**src/rtl/mem_arbiter.sv**
```systemverilog
// Two-requester (IFU/LSU) arbiter onto a single memory port: accept in IDLE, issue in REQ, await response in WAIT.
// Optional macro MEM_ARB_RR_EN selects round-robin on conflicts instead of fixed LSU priority.
module mem_arbiter #(
  parameter int DATA_W = 32
) (
  input  logic                clk,
  input  logic                rst_n,
  input  logic                ifu_req_valid,
  output logic                ifu_req_ready,
  input  logic [DATA_W-1:0]   ifu_addr,
  output logic                ifu_resp_valid,
  input  logic                lsu_req_valid,
  output logic                lsu_req_ready,
  input  logic [DATA_W-1:0]   lsu_addr,
  input  logic                lsu_wen,
  input  logic [DATA_W-1:0]   lsu_wdata,
  input  logic [DATA_W/8-1:0] lsu_wmask,
  output logic                lsu_resp_valid,
  output logic [DATA_W-1:0]   resp_rdata,
  output logic                mem_req_valid,
  input  logic                mem_req_ready,
  output logic [DATA_W-1:0]   mem_addr,
  output logic                mem_wen,
  output logic [DATA_W-1:0]   mem_wdata,
  output logic [DATA_W/8-1:0] mem_wmask,
  input  logic                mem_resp_valid,
  input  logic [DATA_W-1:0]   mem_rdata
);

  typedef enum logic [1:0] {IDLE, REQ, WAIT} state_t;
  localparam logic OWN_IFU = 1'b0;
  localparam logic OWN_LSU = 1'b1;

  state_t              state_q;
  logic                owner_q;
  logic [DATA_W-1:0]   addr_q;
  logic                wen_q;
  logic [DATA_W-1:0]   wdata_q;
  logic [DATA_W/8-1:0] wmask_q;
  logic                gnt_ifu;
  logic                gnt_lsu;
`ifdef MEM_ARB_RR_EN
  logic                last_q;
`endif

  // Grants are gated by rst_n so ready drops the instant reset asserts.
  always_comb begin
    gnt_ifu = 1'b0;
    gnt_lsu = 1'b0;
    if (rst_n && state_q == IDLE) begin
`ifdef MEM_ARB_RR_EN
      if (ifu_req_valid && lsu_req_valid) begin
        gnt_lsu = (last_q == OWN_IFU);
        gnt_ifu = (last_q == OWN_LSU);
      end else begin
        gnt_lsu = lsu_req_valid;
        gnt_ifu = ifu_req_valid;
      end
`else
      gnt_lsu = lsu_req_valid;
      gnt_ifu = ifu_req_valid && !lsu_req_valid;
`endif
    end
  end

  always_ff @(posedge clk or negedge rst_n) begin
    if (!rst_n) begin
      state_q <= IDLE;
      owner_q <= OWN_IFU;
      addr_q  <= '0;
      wen_q   <= 1'b0;
      wdata_q <= '0;
      wmask_q <= '0;
`ifdef MEM_ARB_RR_EN
      last_q  <= OWN_LSU;
`endif
    end else begin
      case (state_q)
        IDLE: begin
          if (gnt_lsu) begin
            state_q <= REQ;
            owner_q <= OWN_LSU;
            addr_q  <= lsu_addr;
            wen_q   <= lsu_wen;
            wdata_q <= lsu_wdata;
            wmask_q <= lsu_wmask;
`ifdef MEM_ARB_RR_EN
            last_q  <= OWN_LSU;
`endif
          end else if (gnt_ifu) begin
            state_q <= REQ;
            owner_q <= OWN_IFU;
            addr_q  <= ifu_addr;
            wen_q   <= 1'b0;
            wdata_q <= '0;
            wmask_q <= '0;
`ifdef MEM_ARB_RR_EN
            last_q  <= OWN_IFU;
`endif
          end
        end
        REQ: begin
          if (mem_req_ready) state_q <= WAIT;
        end
        WAIT: begin
          if (mem_resp_valid) state_q <= IDLE;
        end
        default: state_q <= IDLE;
      endcase
    end
  end

  assign ifu_req_ready  = gnt_ifu;
  assign lsu_req_ready  = gnt_lsu;
  assign mem_req_valid  = (state_q == REQ);
  assign mem_addr       = addr_q;
  assign mem_wen        = wen_q;
  assign mem_wdata      = wdata_q;
  assign mem_wmask      = wmask_q;
  // Responses outside WAIT are stale or spurious and never reach a requester.
  assign ifu_resp_valid = (state_q == WAIT) && mem_resp_valid && (owner_q == OWN_IFU);
  assign lsu_resp_valid = (state_q == WAIT) && mem_resp_valid && (owner_q == OWN_LSU);
  assign resp_rdata     = mem_rdata;

endmodule

```
**config.mk**
```make
export PLATFORM = sky130hd
export DESIGN_NAME = mem_arbiter
export DESIGN_NICKNAME = d
export VERILOG_FILES = /design/src/rtl/mem_arbiter.sv
export SDC_FILE = /design/constraint.sdc
export NUM_CORES = 1
export LEC_CHECK = 0
export CAP_MARGIN = 20
export CORE_MARGIN = 1.5
export CORE_UTILIZATION = 32
export CTS_CLUSTER_SIZE = 24
export DETAILED_ROUTE_END_ITERATION = 8
export PLACE_DENSITY = 0.79
export SYNTH_ARGS = -nofsm -noshare
export SYNTH_HDL_FRONTEND = slang
export SYNTH_SLANG_ARGS = --single-unit
```
**constraint.sdc**
```tcl
create_clock -name clk -period 1.4 [get_ports clk]
set_input_delay 0.28 -clock clk [delete_from_list [all_inputs] [get_ports clk]]
set_output_delay 0.28 -clock clk [all_outputs]
set_load 0.01 [all_outputs]
```
==> results.py, run 1 <==
metrics = {
    "outcome": {
        "outcome": "finished with violations",
        "violations": "setup timing",
    },
    "clock_tree": {
        "htree_levels": 3,
        "cts_tree": "yes",
        "clock_path_buffers": 2,
        "insertion_delay_ns": 0.35,
        "numCtsBuffers": 9,
        "cts_hold_buf": 0,
        "clockRootBuffer": "clkbuf_8",
        "clkSinkCount": 72,
        "path_clk_slew_ns": 0.08,
    },
    "synth": {
        "syn-num-nets": 420,
        "yosysUniqueCellTypes": 23,
        "ys_ff_latch": 72,
        "postSynthCellCount": 281,
        "yosysWarnings": 0,
        "netlist_area_mm2": 0.003436,
        "avgSynthCellArea_um2": 12.23,
        "synthXorXnorAreaFrac_pct": 0,
        "synth_mux_area_share_pct": 0,
        "synth_top_family_by_area": "compound AO/OA/AOI/OAI gates",
        "synth-simple-area-share_pct": 6.373,
        "synth_fa_ha_area_share_pct": 0,
        "synth_compound_area_share_pct": 29.61,
        "yosysSeqAreaShare_pct": 52.44,
    },
    "timing": {
        "whs_ns": 0.05060,
        "tightest_slew_ns": 0.6001,
        "period_minus_slack_ns": 1.675,
        "layout_setup_ws_ns": -0.2752,
        "rsz0062_at_grt": "true",
        "maxSlewHeadroom_pct": 59.99,
        "finalMaxSlewViolations": 0,
        "fmax_mhz": 597.0,
        "setup_viol": 75,
        "skew_ns": 0.01499,
        "timing.final.crit_share_pct": 119.7,
        "finalHoldViolCount": 0,
    },
    "critical_path": {
        "critPathRequiredTime_ns": 1.64,
        "crit_arrival_ns": 1.91,
        "start_kind": "register",
        "end_kind": "register",
        "critPathMaxFanout": 9,
        "crit_type": "register to register",
    },
    "cells_and_area": {
        "antenna_cells": 0,
        "fillers": 873,
        "layout.cells.non_filler": 606,
        "nets": 604,
        "syn_to_final_growth_pct": 73.34,
        "layout-drive-gt1-share_pct": 24.26,
    },
    "placed_design": {
        "gp_congestion": 0.7471,
        "dp_hpwl_um": 7789,
        "dp_cells": 562,
        "io_buffer_count": 180,
        "dp_worst_setup_slack_ns": -0.4972,
    },
    "power": {
        "p_leak_nw": 2.708,
        "power_mw": 10.86,
        "powerDensity_mw_per_mm2": 1824,
        "irDropWorstVdd_mv": 0.8207,
    },
    "floorplanning": {
        "io_pins": 245,
        "core_area_mm2": 0.01037,
        "row_count": 37,
        "die_area_mm2": 0.01137,
        "die_h_um": 106.6,
        "fp.dieW_um": 106.6,
        "start_util_pct": 33.13,
    },
    "global_routing": {
        "grt_pass1_wl_um": 16860,
        "overflow": 0,
        "grt_max_degree": 49,
        "grt_pass1_vias": 3239,
        "antenna_found_initial": 1,
        "grt_usage_pct": 19.62,
    },
    "detailed_routing": {
        "ant_nets": 0,
        "avgRoutedWirePerCell_um": 20.57,
        "vias": 3133,
        "routed_wl_um": 12470,
        "drc": 0,
        "drt_pre_antenna_iters": 4,
        "drtIter0Drc": 134,
        "viasPerCell": 5.170,
    },
    "hold_path": {
        "hp-class": "input port to async pin",
    },
    "run": {
        "maxCapViolCount": 0,
    },
}
## cells by family (layout without fill, tap and decap cells)
family	count (synthesis)	in the layout
AOI/OAI and AO/OA	105	105
DFF	72	72
buffers and inverters	59	248
and+or+nand+nor	45	45
## cell type report
cell class	instances	area [um2]	share of cell area (%)
clock inverters	6	42.54	0.7143
inverters	2	7.507	0.1261
clock buffers	10	137.6	2.311
repair buffers	230	2515	42.23
multi-input cells	150	1281	21.51
flip-flops and latches	72	1802	30.25
well taps	136	170.2	2.857
## registers in the layout (all words and copies together), names as in the netlist
signal,cells
state_q,2
owner_q,1
mem_addr,32
mem_wen,1
mem_wmask,4
mem_wdata,32
## power breakdown
group / switching, mW / leakage, nW / total (mW) / internal (mW)
registers: 0.770 / 0.887 / 3.87 / 3.10
clock network: 0.816 / 0.0887 / 1.51 / 0.694
logic: 2.29 / 1.73 / 5.48 / 3.18
## worst paths after layout
path                               start            end  slack (ns)  cells after the start
max in group asynchronous          rst_n        mem_wen        0.82                      3
setup reg to reg              state_q[0]    mem_addr[4]       -0.28                      6
hold / removal                     rst_n     state_q[0]        0.05                      3
min in group clk           mem_wdata[22]  mem_wdata[22]        0.50                      1
hold reg to reg            mem_wdata[22]  mem_wdata[22]        0.50                      1
setup / recovery              state_q[0]    mem_addr[4]       -0.28                      6
## cells in the mapped netlist
master	count	share of area (%)
clkbuf_1	10	1.1
inv_1	2	0.22
buf_6	6	2.0
o21ai_0	2	0.29
nor2_1	2	0.22
nor2b_1	1	0.18
a22o_1	37	9.4
or3b_1	1	0.25
a21o_1	1	0.22
a22oi_2	30	11
nor3b_1	1	0.22
and4bb_2	2	0.73
nor3b_2	1	0.36
dfrtp_1	72	52
and4b_1	1	0.29
buf_2	9	1.3
a32oi_1	32	8.2
or2b_1	1	0.22
buf_4	32	7.0
a22oi_1	2	0.44
nand2b_1	1	0.18
o21ai_1	1	0.15
nand2_1	34	3.7
## cells in the final DEF, fill, tap and decap left out
master / count
a21o_1: 1
a22o_1: 37
a22oi_2: 32
a32oi_1: 32
and4b_1: 1
and4bb_2: 1
and4bb_4: 1
buf_12: 12
buf_16: 6
buf_2: 3
buf_4: 21
buf_6: 5
clkbuf_16: 9
clkbuf_8: 10
clkdlybuf4s50_1: 105
clkinv_2: 2
clkinv_4: 1
clkinvlp_4: 2
dfrtp_1: 72
dlygate4sd2_1: 69
inv_1: 1
inv_2: 1
inv_6: 1
nand2_1: 34
nand2b_4: 1
nor2_2: 2
nor2b_1: 1
nor3b_2: 2
o21ai_0: 2
o21ai_4: 1
or2b_1: 1
or3b_4: 1
## stage by stage
step | util, % | setup TNS (ns) | instance area, um2
after floorplan | - | -0.05367 | 3436
after global placement | 51.01 | -21.26 | 5290
after detailed placement | 51.01 | -23.39 | 5290
after CTS | 54.49 | -14.37 | 5650
after global routing | 57.43 | -16.11 | 5956
final | 57.43 | -11.71 | 5956
## critical path, stage by stage (launching register included)
cell,delay (ns)
dfrtp_1,0.42
buf_4,0.15
or3b_4,0.44
buf_12,0.16
buf_16,0.14
a22oi_2,0.17
nand2_1,0.07
## per-layer routing
| layer | GRT usage (%) | part of all wire (%) | vias up |
|---|---|---|---|
| met5 | 0 | 0 | - |
| met4 | 7.905 | 1.9 | 0 |
| met2 | 33.93 | 49 | 174 |
| li1 | - | - | 1418 |
| met3 | 6.748 | 9.1 | 22 |
| met1 | 22.11 | 40 | 1519 |
## what timing repair did
action / CTS / global route
endpoints found under the hold margin: 0 / 0
pin swaps: 6 / 16
buffers inserted: 8 / 9
gates cloned: 5 / 11
resized for setup: 110 / 6
endpoints found under the setup margin: 144 / 76
No activity file was read; power rests on OpenSTA's default activity.
==> run 2, diff against run 1 <==
--- a/config.mk
+++ b/config.mk
@@ -7,10 +7,10 @@
 export LEC_CHECK = 0
 export CAP_MARGIN = 20
 export CORE_MARGIN = 1.5
-export CORE_UTILIZATION = 32
+export CORE_UTILIZATION = 38
 export CTS_CLUSTER_SIZE = 24
 export DETAILED_ROUTE_END_ITERATION = 8
-export PLACE_DENSITY = 0.79
+export PLACE_DENSITY = 0.88
 export SYNTH_ARGS = -nofsm -noshare
 export SYNTH_HDL_FRONTEND = slang
 export SYNTH_SLANG_ARGS = --single-unit
==> constraint.sdc (replaced) <==
create_clock -name clk -period 2.14 [get_ports clk]
set_input_delay 0.428 -clock clk [delete_from_list [all_inputs] [get_ports clk]]
set_output_delay 0.428 -clock clk [all_outputs]
set_load 0.01 [all_outputs]
==> run 2 against run 1 <==
Net effect:
- the flow now finishes without violations
- clock power down 14%
- final cell count is 11% lower
- final area decreased by 9.9%
- die area down 15%
- via count is 7.1% lower
- combinational power down 40%
- count of clock-buffer cells in the layout did not move
- largest cell class unchanged
- highest routed layer unchanged
==> results.py, run 2 (synthesis results as in run 1) <==
metrics = {
    "global_routing": {
        "grt_util_met3_pct": 7.087,
        "grt_pass1_wl_um": 15750,
        "globalRoute.busiestLayer": "met2",
        "use_met1_pct": 24.24,
        "grt_max_degree": 59,
        "grt_usage_pct": 20.91,
        "grt_pass1_vias": 3124,
        "overflow": 0,
        "antenna_found_initial": 0,
        "grtUsageMet2_pct": 36.18,
    },
    "cells_and_area": {
        "mostFrequentLayoutCell": "clkdlybuf4s50_1",
        "final_cell_mix": "clkdlybuf4s50_1, dfrtp_1, a22o_1",
        "nets": 568,
        "multi_input_area_mm2": 0.001246,
        "layout-drive-gt1-share_pct": 15.70,
        "fillers": 689,
        "antenna_cells": 0,
        "layout.cells.non_filler": 541,
        "stdcell_area_mm2": 0.005364,
        "syn_to_final_growth_pct": 56.12,
        "utilization_pct": 61.51,
        "seq_area_mm2": 0.001804,
    },
    "timing": {
        "finalMaxSlewViolations": 0,
        "skew_ns": 0.008793,
        "whs_ns": 0.05927,
        "fmax_mhz": 480.5,
        "timing.setup.tns_ns": 0,
        "maxSlewHeadroom_pct": 41.85,
        "finalHoldViolCount": 0,
        "tightest_slew_ns": 0.8713,
        "rsz0062_at_grt": "false",
        "setup_viol": 0,
        "timing.final.crit_share_pct": 97.26,
        "period_minus_slack_ns": 2.081,
        "layout_setup_ws_ns": 0.05872,
    },
    "detailed_routing": {
        "routed_wl_um": 10040,
        "drtIter0Drc": 83,
        "ant_nets": 0,
        "avgRoutedWirePerCell_um": 18.56,
        "drt_pre_antenna_iters": 4,
        "viasPerCell": 5.381,
        "vias": 2911,
        "drc": 0,
    },
    "critical_path": {
        "start_kind": "input port",
        "cpLargestDelayFamily": "buffers and inverters",
        "end_kind": "output pin",
        "r2r-start": "state_q[1]",
        "crit_start": "mem_resp_valid",
        "crit_arrival_ns": 1.65,
        "path_common_cell": "clkdlybuf4s50_1",
        "crit_type": "input port to output pin",
        "cp_slowest_cell": "clkdlybuf4s50_1",
        "critPathMaxFanout": 3,
        "slowest_delay_ns": 0.54,
        "crit_chain": "clkdlybuf4s50_1 -> and4b_1 -> clkdlybuf4s50_1",
        "path_buf_inv": 2,
        "critPathRequiredTime_ns": 1.71,
    },
    "clock_tree": {
        "cts_tree": "yes",
        "clkSinkCount": 72,
        "clock_path_buffers": 2,
        "cts_hold_buf": 0,
        "insertion_delay_ns": 0.34,
        "postCtsSetupRepairBufs": 0,
        "numCtsBuffers": 9,
        "htree_levels": 3,
        "path_clk_slew_ns": 0.08,
        "clockRootBuffer": "clkbuf_8",
    },
    "run": {
        "maxCapViolCount": 0,
    },
    "floorplanning": {
        "die_h_um": 98.09,
        "die_area_mm2": 0.009621,
        "row_count": 34,
        "io_pins": 245,
        "start_util_pct": 39.40,
        "core_area_mm2": 0.008721,
        "fp.dieW_um": 98.09,
    },
    "power": {
        "powerDensity_mw_per_mm2": 1332,
        "power_mw": 7.145,
        "p_sw_mw": 2.311,
        "irDropWorstVdd_mv": 0.6644,
        "internal-power_mw": 4.834,
        "swShare_pct": 32.34,
        "comb_power_share_pct": 45.7,
        "p_leak_nw": 2.249,
        "power_frac_seq_pct": 36.1,
        "power_frac_clock_pct": 18.2,
    },
    "placed_design": {
        "io_buffer_count": 180,
        "dp_worst_setup_slack_ns": -0.1058,
        "dp_hpwl_um": 7184,
        "placed_cell_area_mm2": 0.005120,
        "gp_congestion": 0.8085,
        "dp_cells": 526,
    },
    "outcome": {
        "outcome": "complete, no violations",
    },
    "hold_path": {
        "hp-class": "input port to async pin",
    },
}
[run 2: layout make-up]
class / instances / area share (%)
clock inverters: 5 / 1.959
flip-flops and latches: 72 / 33.64
clock buffers: 10 / 2.566
inverters: 2 / 0.1400
well taps: 108 / 2.519
multi-input cells: 150 / 23.23
repair buffers: 194 / 35.95
[run 2: final timing paths]
path / slack [ns] / cells after the start / endpoint
max: 0.06 / 3 / lsu_resp_valid
min: 0.06 / 2 / mem_addr[7]
max reg2reg: 0.47 / 4 / mem_wdata[27]
min reg2reg: 0.50 / 1 / mem_wdata[22]
max in group asynchronous: 1.40 / 2 / state_q[1]
min in group clk: 0.50 / 1 / mem_wdata[22]
[run 2: worst reg2reg max path: stages (launching register included)]
cell and delay, ns:
dfrtp_2 0.45, and4bb_4 0.35, buf_4 0.25, buf_12 0.30
a22o_1 0.28
[run 2: repair_timing]
action	CTS	global route
endpoints found under the setup margin	3	1
hold endpoints to repair	0	0
gates resized for setup	3	3
[run 2: power groups by stage]
stage                     Clock [mW]  Combinational [mW]  Sequential (mW)
after floorplan                    0                1.25             2.82
after global placement             0                3.23             2.56
after detailed placement           0                3.32             2.57
after CTS                       1.33                3.31             2.58
after global routing            1.40                3.48             2.68
final                           1.30                3.27             2.58
[run 2: per-layer routing]
layer  routed length, um  share of wire [%]
met2                5072                 51
met1                3976                 40
met3                 851                8.5
met5                   0                  0
met4                 138                1.4
==> run 3, diff against run 2 <==
--- a/config.mk
+++ b/config.mk
@@ -5,12 +5,16 @@
 export SDC_FILE = /design/constraint.sdc
 export NUM_CORES = 1
 export LEC_CHECK = 0
+export ABC_AREA = 0
 export CAP_MARGIN = 20
+export CELL_PAD_IN_SITES_DETAIL_PLACEMENT = 1
+export CELL_PAD_IN_SITES_GLOBAL_PLACEMENT = 1
 export CORE_MARGIN = 1.5
-export CORE_UTILIZATION = 38
+export CORE_UTILIZATION = 27
 export CTS_CLUSTER_SIZE = 24
 export DETAILED_ROUTE_END_ITERATION = 8
-export PLACE_DENSITY = 0.88
+export PLACE_DENSITY = 0.87
+export REMOVE_ABC_BUFFERS = 1
 export SYNTH_ARGS = -nofsm -noshare
 export SYNTH_HDL_FRONTEND = slang
 export SYNTH_SLANG_ARGS = --single-unit
==> run 3 against run 2 <==
Net effect:
- sequential power is essentially flat
- count of clock-buffer cells in the layout is the same
- sequential share of layout area shrank 0.78 points
==> results.py, run 3 (synthesis results as in run 1) <==
metrics = {
    "outcome": {
        "outcome": "complete, no violations",
    },
    "global_routing": {
        "grt_usage_pct": 19.03,
        "antenna_found_initial": 0,
        "grt_max_degree": 39,
        "grt_pass1_vias": 3321,
        "overflow": 0,
        "grt_pass1_wl_um": 18900,
    },
    "critical_path": {
        "end_kind": "output pin",
        "path_buf_inv": 2,
        "path_common_cell": "clkdlybuf4s50_1",
        "ff2ff_setup_slack_ns": 0.44,
        "crit_arrival_ns": 1.67,
        "crit_type": "input port to output pin",
        "critPathRequiredTime_ns": 1.71,
        "critPathMaxFanout": 3,
        "slowest_delay_ns": 0.53,
        "start_kind": "input port",
        "cpLargestDelayFamily": "buffers and inverters",
        "crit_chain": "clkdlybuf4s50_1 -> and4b_1 -> clkdlybuf4s50_1",
        "cp_slowest_cell": "clkdlybuf4s50_1",
    },
    "floorplanning": {
        "io_pins": 245,
        "row_count": 41,
        "core_area_mm2": 0.01252,
        "start_util_pct": 27.45,
        "die_area_mm2": 0.01341,
        "fp.dieW_um": 115.8,
        "die_h_um": 115.8,
    },
    "cells_and_area": {
        "final_cell_mix": "clkdlybuf4s50_1, dfrtp_1, a22o_1",
        "antenna_cells": 0,
        "nets": 566,
        "mostFrequentLayoutCell": "clkdlybuf4s50_1",
        "seq_area_mm2": 0.001804,
        "fillers": 1373,
        "syn_to_final_growth_pct": 59.83,
        "layout-drive-gt1-share_pct": 15.51,
        "utilization_pct": 43.87,
        "layout.cells.non_filler": 604,
        "multi_input_area_mm2": 0.001246,
        "stdcell_area_mm2": 0.005492,
    },
    "placed_design": {
        "placed_cell_area_mm2": 0.005185,
        "dp_worst_setup_slack_ns": -0.09262,
        "gp_congestion": 0.6996,
        "dp_cells": 588,
        "dp_hpwl_um": 9114,
        "io_buffer_count": 180,
    },
    "clock_tree": {
        "postCtsSetupRepairBufs": 0,
        "numCtsBuffers": 9,
        "clockRootBuffer": "clkbuf_16",
        "insertion_delay_ns": 0.33,
        "clock_path_buffers": 2,
        "htree_levels": 3,
        "cts_tree": "yes",
        "path_clk_slew_ns": 0.06,
        "clkSinkCount": 72,
    },
    "detailed_routing": {
        "avgRoutedWirePerCell_um": 20.95,
        "drt_pre_antenna_iters": 4,
        "vias": 3029,
        "drc": 0,
        "drtIter0Drc": 86,
        "routed_wl_um": 12650,
        "ant_nets": 0,
        "viasPerCell": 5.015,
    },
    "timing": {
        "setup_viol": 0,
        "maxSlewHeadroom_pct": 50.93,
        "layout_setup_ws_ns": 0.04179,
        "finalMaxSlewViolations": 0,
        "fmax_mhz": 476.6,
        "timing.setup.tns_ns": 0,
        "timing.final.crit_share_pct": 98.05,
        "finalHoldViolCount": 0,
        "period_minus_slack_ns": 2.098,
        "tightest_slew_ns": 0.7360,
        "skew_ns": 0.008029,
        "rsz0062_at_grt": "false",
    },
    "power": {
        "p_leak_nw": 2.267,
        "irDropWorstVdd_mv": 0.5339,
        "powerDensity_mw_per_mm2": 1354,
    },
    "run": {
        "maxCapViolCount": 0,
    },
    "hold_path": {
        "hp-class": "input port to async pin",
    },
}
[run 3: area by class of cell]
type / count / share of cell area [%]
multi-input cells: 150 / 22.69
clock inverters: 6 / 1.208
inverters: 2 / 0.1367
well taps: 172 / 3.919
flip-flops and latches: 72 / 32.85
repair buffers: 192 / 34.84
clock buffers: 10 / 4.352
[run 3: path summary, 6_finish.rpt]
kind | to | start | cells after the start
max in group asynchronous | mem_addr[21] | rst_n | 2
max reg2reg | mem_addr[11] | state_q[0] | 4
max | lsu_resp_valid | mem_resp_valid | 3
min reg2reg | mem_wmask[3] | mem_wmask[3] | 1
min in group clk | mem_wmask[3] | mem_wmask[3] | 1
min | owner_q | rst_n | 2
[run 3: power breakdown]
group	total (mW)	switching, mW	internal, mW	leakage, nW
combinational	3.31	1.32	1.99	1.24
sequential	2.60	0.559	2.04	0.884
clock	1.52	0.587	0.936	0.141
[run 3: what timing repair did]
action,4_1_cts,5_1_grt
hold buffers,0,0
endpoints found under the setup margin,4,1
resized for setup,5,1
[run 3: stage by stage]
stage                     power (mW)  hold slack, ns
final                          7.435          0.1870
after global routing           7.888          0.2207
after CTS                      7.553          0.1855
after detailed placement       5.963          0.4848
after global placement         5.808          0.4823
after floorplan                3.907          0.1324
[run 3: metal layers]
metal	track usage, %	up-vias	wire length, um
li1	-	1336	-
met1	22.76	1492	5223
met2	28.59	189	5607
met3	10.83	12	1648
met4	6.911	0	176
met5	0	-	0
